File: config.mk
export PLATFORM = sky130hd
export DESIGN_NAME = jpeg_stream_deserializer
export DESIGN_NICKNAME = d
export VERILOG_FILES = /design/src/rtl/jpeg_stream_deserializer.sv
export SDC_FILE = /design/constraint.sdc
export NUM_CORES = 1
export LEC_CHECK = 0
export CAP_MARGIN = 30
export CORE_MARGIN = 2
export CORE_UTILIZATION = 64
export DETAILED_ROUTE_END_ITERATION = 8
export PLACE_DENSITY = 0.92
export SKIP_LAST_GASP = 1
export SLEW_MARGIN = 15
export SYNTH_ARGS = -nofsm -noshare
export SYNTH_HDL_FRONTEND = slang
export SYNTH_SLANG_ARGS = --single-unit
File: constraint.sdc
create_clock -name clk -period 15.7 [get_ports clk]
set_clock_uncertainty 0.05 [all_clocks]
set_input_delay 2.355 -clock clk [delete_from_list [all_inputs] [get_ports clk]]
set_output_delay 2.355 -clock clk [all_outputs]
set_load 0.05 [all_outputs]
File: src/rtl/jpeg_stream_deserializer.sv
// Receives one frame of the serialized JPEG coefficient stream.
// Each block is a header word carrying the block index.
// The header is followed by per-group Y, Cb and Cr DCT coefficients.
// Every coefficient is turned into a registered write strobe plus an address
// into the Y RAM or the chroma RAM.
module jpeg_stream_deserializer #(
    parameter int WIDTH            = 112,
    parameter int HEIGHT           = 80,
    parameter int CROP_COUNT       = 2,
    parameter int TOP_BLOCKS_COUNT = 4,
    parameter int DCT_DEPTH_Y      = 5,
    parameter int DCT_DEPTH_C      = 1,
    parameter int COEF_W           = 16,
    parameter int ADDR_W           = 24
) (
    input  logic              clk,
    input  logic              reset,
    input  logic              frame_start,
    input  logic [COEF_W-1:0] in_data,
    input  logic              in_valid,
    output logic              in_ready,
    output logic              y_wr_en,
    output logic              c_wr_en,
    output logic              c_sel,
    output logic [ADDR_W-1:0] wr_addr,
    output logic [COEF_W-1:0] wr_data,
    output logic              frame_done,
    output logic              hdr_err,
    output logic              busy
);

    // Groups of 8x8 pixels inside one block.
    localparam int GPB  = (WIDTH / CROP_COUNT) * (HEIGHT / CROP_COUNT) / 64;
    localparam int NBLK = CROP_COUNT * CROP_COUNT;
    localparam int KMAX = (DCT_DEPTH_Y > DCT_DEPTH_C) ? DCT_DEPTH_Y : DCT_DEPTH_C;
    localparam int KW   = $clog2(KMAX + 1);
    localparam int GW   = $clog2(GPB + 1);
    localparam int BW   = $clog2(TOP_BLOCKS_COUNT + 1);

    localparam logic [2:0] S_IDLE = 3'd0;
    localparam logic [2:0] S_HDR  = 3'd1;
    localparam logic [2:0] S_Y    = 3'd2;
    localparam logic [2:0] S_CB   = 3'd3;
    localparam logic [2:0] S_CR   = 3'd4;
    localparam logic [2:0] S_DONE = 3'd5;

    logic [2:0]        state_q, state_d;
    logic [KW-1:0]     k_q, k_d;
    logic [GW-1:0]     g_q, g_d;
    logic [BW-1:0]     blk_q, blk_d;
    logic [ADDR_W-1:0] bi_q, bi_d;

    logic              in_ready_q, in_ready_d;
    logic              busy_q, busy_d;
    logic              y_wr_en_q, y_wr_en_d;
    logic              c_wr_en_q, c_wr_en_d;
    logic              c_sel_q, c_sel_d;
    logic [ADDR_W-1:0] wr_addr_q, wr_addr_d;
    logic [COEF_W-1:0] wr_data_q, wr_data_d;
    logic              frame_done_q, frame_done_d;
    logic              hdr_err_q, hdr_err_d;

    logic              accept;
    logic [ADDR_W-1:0] grp_idx;
    logic [ADDR_W-1:0] y_addr;
    logic [ADDR_W-1:0] c_addr;

    // Acceptance depends on the registered ready only.
    // Addresses are built from the block, group and coefficient counters.
    always_comb begin
        accept  = in_valid & in_ready_q;
        grp_idx = bi_q * ADDR_W'(GPB) + ADDR_W'(g_q);
        y_addr  = grp_idx * ADDR_W'(DCT_DEPTH_Y) + ADDR_W'(k_q);
        c_addr  = grp_idx * ADDR_W'(DCT_DEPTH_C) + ADDR_W'(k_q);
    end

    // Frame sequencing: header, then Y/Cb/Cr per group, then the next block.
    always_comb begin
        state_d      = state_q;
        k_d          = k_q;
        g_d          = g_q;
        blk_d        = blk_q;
        bi_d         = bi_q;
        y_wr_en_d    = 1'b0;
        c_wr_en_d    = 1'b0;
        c_sel_d      = 1'b0;
        wr_addr_d    = wr_addr_q;
        wr_data_d    = wr_data_q;
        frame_done_d = 1'b0;
        hdr_err_d    = 1'b0;

        case (state_q)
            S_IDLE: begin
                if (frame_start) begin
                    blk_d   = '0;
                    state_d = S_HDR;
                end
            end
            S_HDR: begin
                if (accept) begin
                    if (32'(in_data) >= 32'(NBLK)) begin
                        hdr_err_d = 1'b1;
                        state_d   = S_IDLE;
                    end else begin
                        bi_d    = ADDR_W'(in_data);
                        g_d     = '0;
                        k_d     = '0;
                        state_d = S_Y;
                    end
                end
            end
            S_Y: begin
                if (accept) begin
                    y_wr_en_d = 1'b1;
                    wr_addr_d = y_addr;
                    wr_data_d = in_data;
                    if (k_q == KW'(DCT_DEPTH_Y - 1)) begin
                        k_d     = '0;
                        state_d = S_CB;
                    end else begin
                        k_d = k_q + KW'(1);
                    end
                end
            end
            S_CB: begin
                if (accept) begin
                    c_wr_en_d = 1'b1;
                    c_sel_d   = 1'b0;
                    wr_addr_d = c_addr;
                    wr_data_d = in_data;
                    if (k_q == KW'(DCT_DEPTH_C - 1)) begin
                        k_d     = '0;
                        state_d = S_CR;
                    end else begin
                        k_d = k_q + KW'(1);
                    end
                end
            end
            S_CR: begin
                if (accept) begin
                    c_wr_en_d = 1'b1;
                    c_sel_d   = 1'b1;
                    wr_addr_d = c_addr;
                    wr_data_d = in_data;
                    if (k_q == KW'(DCT_DEPTH_C - 1)) begin
                        k_d = '0;
                        if (g_q != GW'(GPB - 1)) begin
                            g_d     = g_q + GW'(1);
                            state_d = S_Y;
                        end else begin
                            blk_d = blk_q + BW'(1);
                            if (blk_q == BW'(TOP_BLOCKS_COUNT - 1)) begin
                                state_d = S_DONE;
                            end else begin
                                state_d = S_HDR;
                            end
                        end
                    end else begin
                        k_d = k_q + KW'(1);
                    end
                end
            end
            S_DONE: begin
                frame_done_d = 1'b1;
                state_d      = S_IDLE;
            end
            default: state_d = S_IDLE;
        endcase

        in_ready_d = (state_d == S_HDR) || (state_d == S_Y) ||
                     (state_d == S_CB)  || (state_d == S_CR);
        busy_d     = (state_d != S_IDLE);
    end

    // State, counters and registered outputs.
    // Reset also drops any write registered in the same cycle.
    always_ff @(posedge clk) begin
        if (reset) begin
            state_q      <= S_IDLE;
            k_q          <= '0;
            g_q          <= '0;
            blk_q        <= '0;
            bi_q         <= '0;
            in_ready_q   <= 1'b0;
            busy_q       <= 1'b0;
            y_wr_en_q    <= 1'b0;
            c_wr_en_q    <= 1'b0;
            c_sel_q      <= 1'b0;
            wr_addr_q    <= '0;
            wr_data_q    <= '0;
            frame_done_q <= 1'b0;
            hdr_err_q    <= 1'b0;
        end else begin
            state_q      <= state_d;
            k_q          <= k_d;
            g_q          <= g_d;
            blk_q        <= blk_d;
            bi_q         <= bi_d;
            in_ready_q   <= in_ready_d;
            busy_q       <= busy_d;
            y_wr_en_q    <= y_wr_en_d;
            c_wr_en_q    <= c_wr_en_d;
            c_sel_q      <= c_sel_d;
            wr_addr_q    <= wr_addr_d;
            wr_data_q    <= wr_data_d;
            frame_done_q <= frame_done_d;
            hdr_err_q    <= hdr_err_d;
        end
    end

    assign in_ready   = in_ready_q;
    assign busy       = busy_q;
    assign y_wr_en    = y_wr_en_q;
    assign c_wr_en    = c_wr_en_q;
    assign c_sel      = c_sel_q;
    assign wr_addr    = wr_addr_q;
    assign wr_data    = wr_data_q;
    assign frame_done = frame_done_q;
    assign hdr_err    = hdr_err_q;

endmodule

==> out/results.tsv, run 1 <==
metric	value	unit
diode count	0	
unrepaired setup endpoints after global routing	no	
post-layout util	0.744	
Seq pwr share	0.544	
sequential share of the synthesized area	0.220	
P_leak	3.92	nW
endpoints failing setup	0	
Int Power	267	uW
largest net degree at the start of global routing	59	
Worst setup SP type	flop	
Fin. Hold Viols	0	
Ys Warns	0	
TritonCTS clock tree	yes	
clock share of power	0.408	
Yosys reg bits	78	
P&R area growth vs syn	13.6	%
Reg2Reg Depth	24	
Post-DP HPWL	12600	um
power per cell area	45.4	nW/um^2
Tcrit/Tclk final	0.413	
Peak Freq	154	MHz
most frequent cells in the layout	ha_1 (130), nand2_1 (88), dfxtp_1 (78), nor2_1 (68), a21oi_1 (66)	
Final ANT Viol Nets	0	
Die Ht	109	um
syn nets	1011	
Post-synth EDFFs	0	
post-CTS resize count	0	
Gate power share	0.047	
maxcap violations	0	
Worst Max-Slew Pin Slew	0.972	ns
Fillers	771	
Core Rows	38	
WL/cell	15.6	um
Setup crit end kind	flop	
Clock transition at path regs	0.09	ns
Tot GR Track Use	0.282	
critical path class	reg -> reg	
Port Buffers	66	
fraction of layout cells with a size suffix above 1	0.0431	
crit-path max FO	6	
worst hold path depth	2	
Slew HR	0.347	
IO Count	67	
Num CTS Buffers	9	
htree depth	3	
Post-Route WL	16300	um
Final Net Count	1066	
TritonRoute pass-1 iters	5	
residual DRC count	0	
Worst R2R Setup Slack	9.21	ns
commonest non-fill, non-tap cell in the layout	ha_1	
total setup buffers inserted after CTS	0	
global-route wire length before repair	27000	um
Max clock buf depth	2	
initial antenna violation count	0	
fin. max-slew vios	0	
hold buffers post-CTS	0	
CTS Sinks	78	
initial core utilization	0.655	
Cell Area, Synth	7100	um^2
die area	12000	um^2
CP arrival	6.71	ns
Synth Flop Type	dfxtp_1	
Syn Inst Count	844	
clk_lat worst skew	0.39	ns
VDD IR-drop max	0.0000523	V
Die X	109	um
Vias/cell	6.07	
Final Wtd Congestion	0.946	
Async SR Flop Fraction	0	
status	finished, final reports clean	
Setup TNS Final	0	ns
vias in the first global route	5921	
Sw Share	0.272	
synth unique cells	63	
worst path required time	15.93	ns
vias after detailed routing	6334	
Congestion Overflow GR	0	
CTS root buffer	clkbuf_8	
Hold Path Class	reg -> reg	
Core ar.	10800	um^2
Psw	99.6	uW
drt initial violations	404	
Final min period	6.49	ns
syn avg cell area	8.41	um^2
WHS	0.406	ns
[final timing paths]
path | endpoint | from
setup / recovery | wr_addr[21]$_SDFFE_PP0P_ | bi_q[4]$_SDFFE_PP0P_
hold / removal | wr_data[14]$_SDFFE_PP0P_ | wr_data[14]$_SDFFE_PP0P_
setup reg to reg | wr_addr[21]$_SDFFE_PP0P_ | bi_q[4]$_SDFFE_PP0P_
hold reg to reg | wr_data[14]$_SDFFE_PP0P_ | wr_data[14]$_SDFFE_PP0P_
[cells by family after synthesis]
logic type / Yosys count / synth area share
mux: 6 / 0.00846
fa+ha+maj: 147 / 0.277
buf+inv: 66 / 0.0352
flops: 78 / 0.220
compound gates: 189 / 0.172
xor+xnor: 63 / 0.0777
simple gates: 295 / 0.209
[metrics by stage]
stage               setup WS, ns  area, um^2  instances  power (mW)
finish                      9.21        8060       1044       0.366
global route                8.95        8060       1044       0.378
CTS                         9.27        8060       1043       0.368
detailed placement          9.31        7870       1027       0.221
global placement            9.48        7870       1027       0.221
floorplan                   9.71        7100        844       0.213
[registers in the layout, indices dropped and copies added (netlist names), 3 cells and up]
name	count
bi_q	16
blk_q	3
g_q	6
k_q	3
state_q	3
wr_addr	24
wr_data	16
[critical path: stages (launching register included)]
cell	delay, ns
dfxtp_1	0.35
ha_1	0.32
ha_1	0.28
ha_1	0.28
inv_1	0.05
fa_1	0.49
inv_1	0.04
ha_1	0.37
or3_1	0.39
o21a_1	0.14
nand3_1	0.10
a21oi_1	0.11
or2_2	0.35
ha_1	0.31
ha_1	0.31
ha_1	0.37
a21o_1	0.18
a21oi_1	0.14
o221ai_1	0.21
a221o_1	0.41
a221o_1	0.34
a31oi_1	0.25
xor2_1	0.19
nor4_1	0.08
a211o_1	0.26
[power groups by stage]
| stage | sequential, mW | combinational [mW] | clock [mW] |
|---|---|---|---|
| floorplan | 0.205 | 0.00754 | 0 |
| global placement | 0.204 | 0.0171 | 0 |
| detailed placement | 0.204 | 0.0173 | 0 |
| CTS | 0.199 | 0.0173 | 0.151 |
| global route | 0.200 | 0.0188 | 0.159 |
| finish | 0.199 | 0.0174 | 0.150 |
[synthesized netlist by cell type (3+ instances only)]
master | number | area [um^2]
xor2_1 | 22 | 193
ha_1 | 130 | 1630
nor2_1 | 68 | 255
a22oi_1 | 3 | 22.5
o22ai_1 | 6 | 37.5
o21bai_1 | 7 | 52.6
o31ai_1 | 4 | 30.0
and3_1 | 7 | 43.8
fa_1 | 17 | 340
clkbuf_1 | 23 | 86.3
nor3_1 | 18 | 90.1
o211ai_1 | 5 | 37.5
o21ai_0 | 26 | 130
a211o_1 | 5 | 43.8
and2_1 | 24 | 150
a21o_1 | 11 | 82.6
nand4_1 | 11 | 68.8
nand2_1 | 88 | 330
o2111ai_1 | 4 | 35.0
mux2i_1 | 6 | 60.1
a211oi_1 | 10 | 75.1
nor2b_1 | 12 | 75.1
a221o_1 | 5 | 50.1
or2_2 | 5 | 31.3
a221oi_1 | 4 | 35.0
inv_1 | 40 | 150
a31oi_1 | 8 | 50.1
nand3_1 | 17 | 85.1
o21a_1 | 8 | 60.1
a311oi_1 | 3 | 26.3
nor4_1 | 8 | 50.1
xnor2_1 | 41 | 359
dfxtp_1 | 78 | 1560
or3_1 | 6 | 37.5
and4_1 | 3 | 26.3
nand2b_1 | 11 | 68.8
a21oi_1 | 67 | 335
[per-layer routing]
| layer | vias up | wire length (um) | part of all wire | global-route usage |
|---|---|---|---|---|
| met1 | 2955 | 7190 | 0.44 | 0.369 |
| met5 | - | 0 | 0 | 0 |
| met3 | 34 | 948 | 0.058 | 0.0492 |
| met2 | 198 | 7760 | 0.48 | 0.468 |
| li1 | 3147 | - | - | - |
| met4 | 0 | 361 | 0.022 | 0.101 |
[cell type report]
class	instances	area (um^2)	area share
inverters	40	150	0.0186
clock inverters	7	67.6	0.00838
clock buffers	9	124	0.0154
flip-flops and latches	78	1560	0.194
repair buffers	70	683	0.0847
well taps	140	175	0.0217
multi-input cells	700	5300	0.658
Power figures use the tool's default switching activity.
==> inputs of run 2 (changes only) <==
CORE_UTILIZATION = 59   (was 64)
PLACE_DENSITY = 0.86   (was 0.92)
clock period = 6.4 ns   (was 15.7 ns; I/O delays follow)
==> run 2 against run 1 <==
Compared with the run above:
- wire length up 1.4%
- global-route usage down 2.3 points
- die area up 8.2%
- count of clock-buffer cells in the layout unchanged
- final area up 4.3%
- combinational power up 150%
- highest routed layer unchanged
==> out/results.tsv, run 2 (synthesis results as in run 1) <==
metric	value	unit	change
Tot GR Track Use	0.259		-0.0229
WL/cell	15.5	um	-0.43%
endpoints failing setup	0		unchanged
P_leak	4.08	nW	+3.9%
Slew HR	0.389		+0.0417
initial core utilization	0.599		-0.0564
worst path required time	6.59	ns	-9.34 ns
Max clock buf depth	2		unchanged
drt initial violations	495		+23%
diode count	0		unchanged
Post-DP HPWL	12500	um	-1.3%
Setup TNS Final	0	ns	unchanged
global-route wire length before repair	27400	um	+1.7%
post-layout util	0.709		-0.0350
placed insts	1045		+1.8%
met1 Use GR	0.345		-0.0236
delay-heaviest family, CP	adder cells		
Final Wtd Congestion	0.933		-1.4%
Non-Filler Instances	1063		+1.8%
Worst setup SP type	flop		
Congestion Overflow GR	0		unchanged
Peak Freq	162	MHz	+4.8%
initial antenna violation count	0		unchanged
commonest non-fill, non-tap cell in the layout	ha_1		
Final Net Count	1078		+1.1%
residual DRC count	0		unchanged
Tcrit/Tclk final	0.967		+0.554
CTS Sinks	78		unchanged
Port Buffers	66		unchanged
largest net degree at the start of global routing	59		unchanged
vias after detailed routing	6334		unchanged
power per cell area	131	nW/um^2	+190%
TritonCTS clock tree	yes		
Worst Setup SP	bi_q[4]$_SDFFE_PP0P_		
CP arrival	6.38	ns	-0.33 ns
Design Power	1.10	mW	+200%
fraction of layout cells with a size suffix above 1	0.0731		+0.0300
crit-path max FO	5		-1
Fin. Hold Viols	0		unchanged
Vias/cell	5.96		-1.8%
vias in the first global route	5879		-0.71%
Final ANT Viol Nets	0		unchanged
Crit path top cell by count	ha_1		
P&R area growth vs syn	18.4	%	
met2 Use GR	0.429		-0.0395
CP max-delay cell	fa_1		
critical path class	reg -> reg		
GRT met3 Usage	0.0430		-0.00616
htree depth	3		unchanged
max reg flops	24		unchanged
HP Start	wr_data[14]$_SDFFE_PP0P_		
fin worst setup slack	0.212	ns	-9.00 ns
Final min period	6.19	ns	-0.297 ns
Post-Route WL	16500	um	+1.4%
Die Ht	114	um	+4.0%
fin. max-slew vios	0		unchanged
CTS root buffer	clkbuf_16		
crit-path cells	ha_1 > ha_1 > ha_1 > inv_1 > fa_1 > inv_1 > ha_1 > or3_1 > o21a_1 > nand3_1 > a21oi_1 > or2_2 > ha_1 > ha_1 > ha_4 > a21o_1 > a21oi_2 > o221ai_2 > a221o_1 > a221o_1 > a31oi_4 > xor2_1 > nor4_1 > a211o_1		
maxcap violations	0		unchanged
Clock transition at path regs	0.06	ns	-0.03 ns
Place WS	0.0908	ns	-9.22 ns
Core ar.	11900	um^2	+9.4%
Setup crit end kind	flop		
Num CTS Buffers	9		unchanged
Core Rows	40		+5.3%
TritonRoute pass-1 iters	6		+1
Hold Path Class	reg -> reg		
Die X	114	um	+4.0%
Worst Max-Slew Pin Slew	0.910	ns	-0.0626 ns
busiest metal layer after global routing	met2		
IO Count	67		unchanged
VDD IR-drop max	0.0000899	V	+72%
die area	12900	um^2	+8.2%
max incr delay on CP	0.49	ns	about the same
status	finished, final reports clean		
unrepaired setup endpoints after global routing	yes		
reg2reg start	bi_q[4]$_SDFFE_PP0P_		
Bufs and invs on worst path	2		unchanged
clk_lat worst skew	0.35	ns	-0.04 ns
most frequent cells in the layout	ha_1 (129), nand2_1 (88), dfxtp_1 (77), nor2_1 (67), clkdlybuf4s50_1 (65)		
==> run 2: changes by cell type in the layout (fill, tap and decap cells not counted), moves of 4 or more <==
cell,previous run,this run
clkbuf_8,9,0
buf_4,3,15
xnor2_1,41,37
clkbuf_16,0,9
xnor2_2,0,4
==> run 2: final timing paths <==
check                             endpoint  slack (ns)  cells past startpoint
setup / recovery  wr_addr[21]$_SDFFE_PP0P_        0.21                     24
hold / removal    wr_data[14]$_SDFFE_PP0P_        0.40                      2
setup reg to reg  wr_addr[21]$_SDFFE_PP0P_        0.21                     24
hold reg to reg   wr_data[14]$_SDFFE_PP0P_        0.40                      2
==> run 2: repair_timing <==
item,in CTS,in global routing
resized for setup,0,19
endpoints found under the hold margin,0,0
buffers inserted,0,1
setup endpoints to repair,0,4
hold buffers,0,0
==> run 2: worst register-to-register path, stage by stage, from the launching register on <==
cell and delay [ns]:
dfxtp_2 0.34, ha_1 0.30, ha_1 0.27, ha_1 0.27, inv_1 0.05, fa_1 0.49, inv_1 0.04, ha_1 0.29
or3_1 0.37, o21a_1 0.15, nand3_1 0.11, a21oi_1 0.13, or2_2 0.36, ha_1 0.31, ha_1 0.34, ha_4 0.28
a21o_1 0.17, a21oi_2 0.14, o221ai_2 0.14, a221o_1 0.42, a221o_1 0.37, a31oi_4 0.22, xor2_1 0.19, nor4_1 0.06
a211o_1 0.25
==> run 2: power by group <==
part | switching, mW | internal (mW) | total (mW)
sequential | 0.00203 | 0.487 | 0.489
combinational | 0.0247 | 0.0182 | 0.0430
clock | 0.225 | 0.347 | 0.572
total | 0.252 | 0.852 | 1.10
==> run 2: layout make-up <==
cell class | count | area [um^2]
well taps | 147 | 184
repair buffers | 82 | 773
clock buffers | 9 | 225
clock inverters | 7 | 104
fillers | 912 | 3450
inverters | 40 | 150
multi-input cells | 700 | 5410
flip-flops and latches | 78 | 1560
==> run 2: through the flow <==
step           hold slack [ns]  area (um^2)
6_report                 0.403         8410
5_1_grt                  0.416         8410
4_1_cts                  0.404         8290
3_5_place_dp             0.396         7960
3_3_place_gp             0.392         7960
2_1_floorplan            0.400         7100
==> run 2: per-layer routing <==
metal,wire length (um),up-vias
li1,-,3187
met1,7650,2947
met2,7730,169
met3,764,31
met4,348,0
met5,0,-
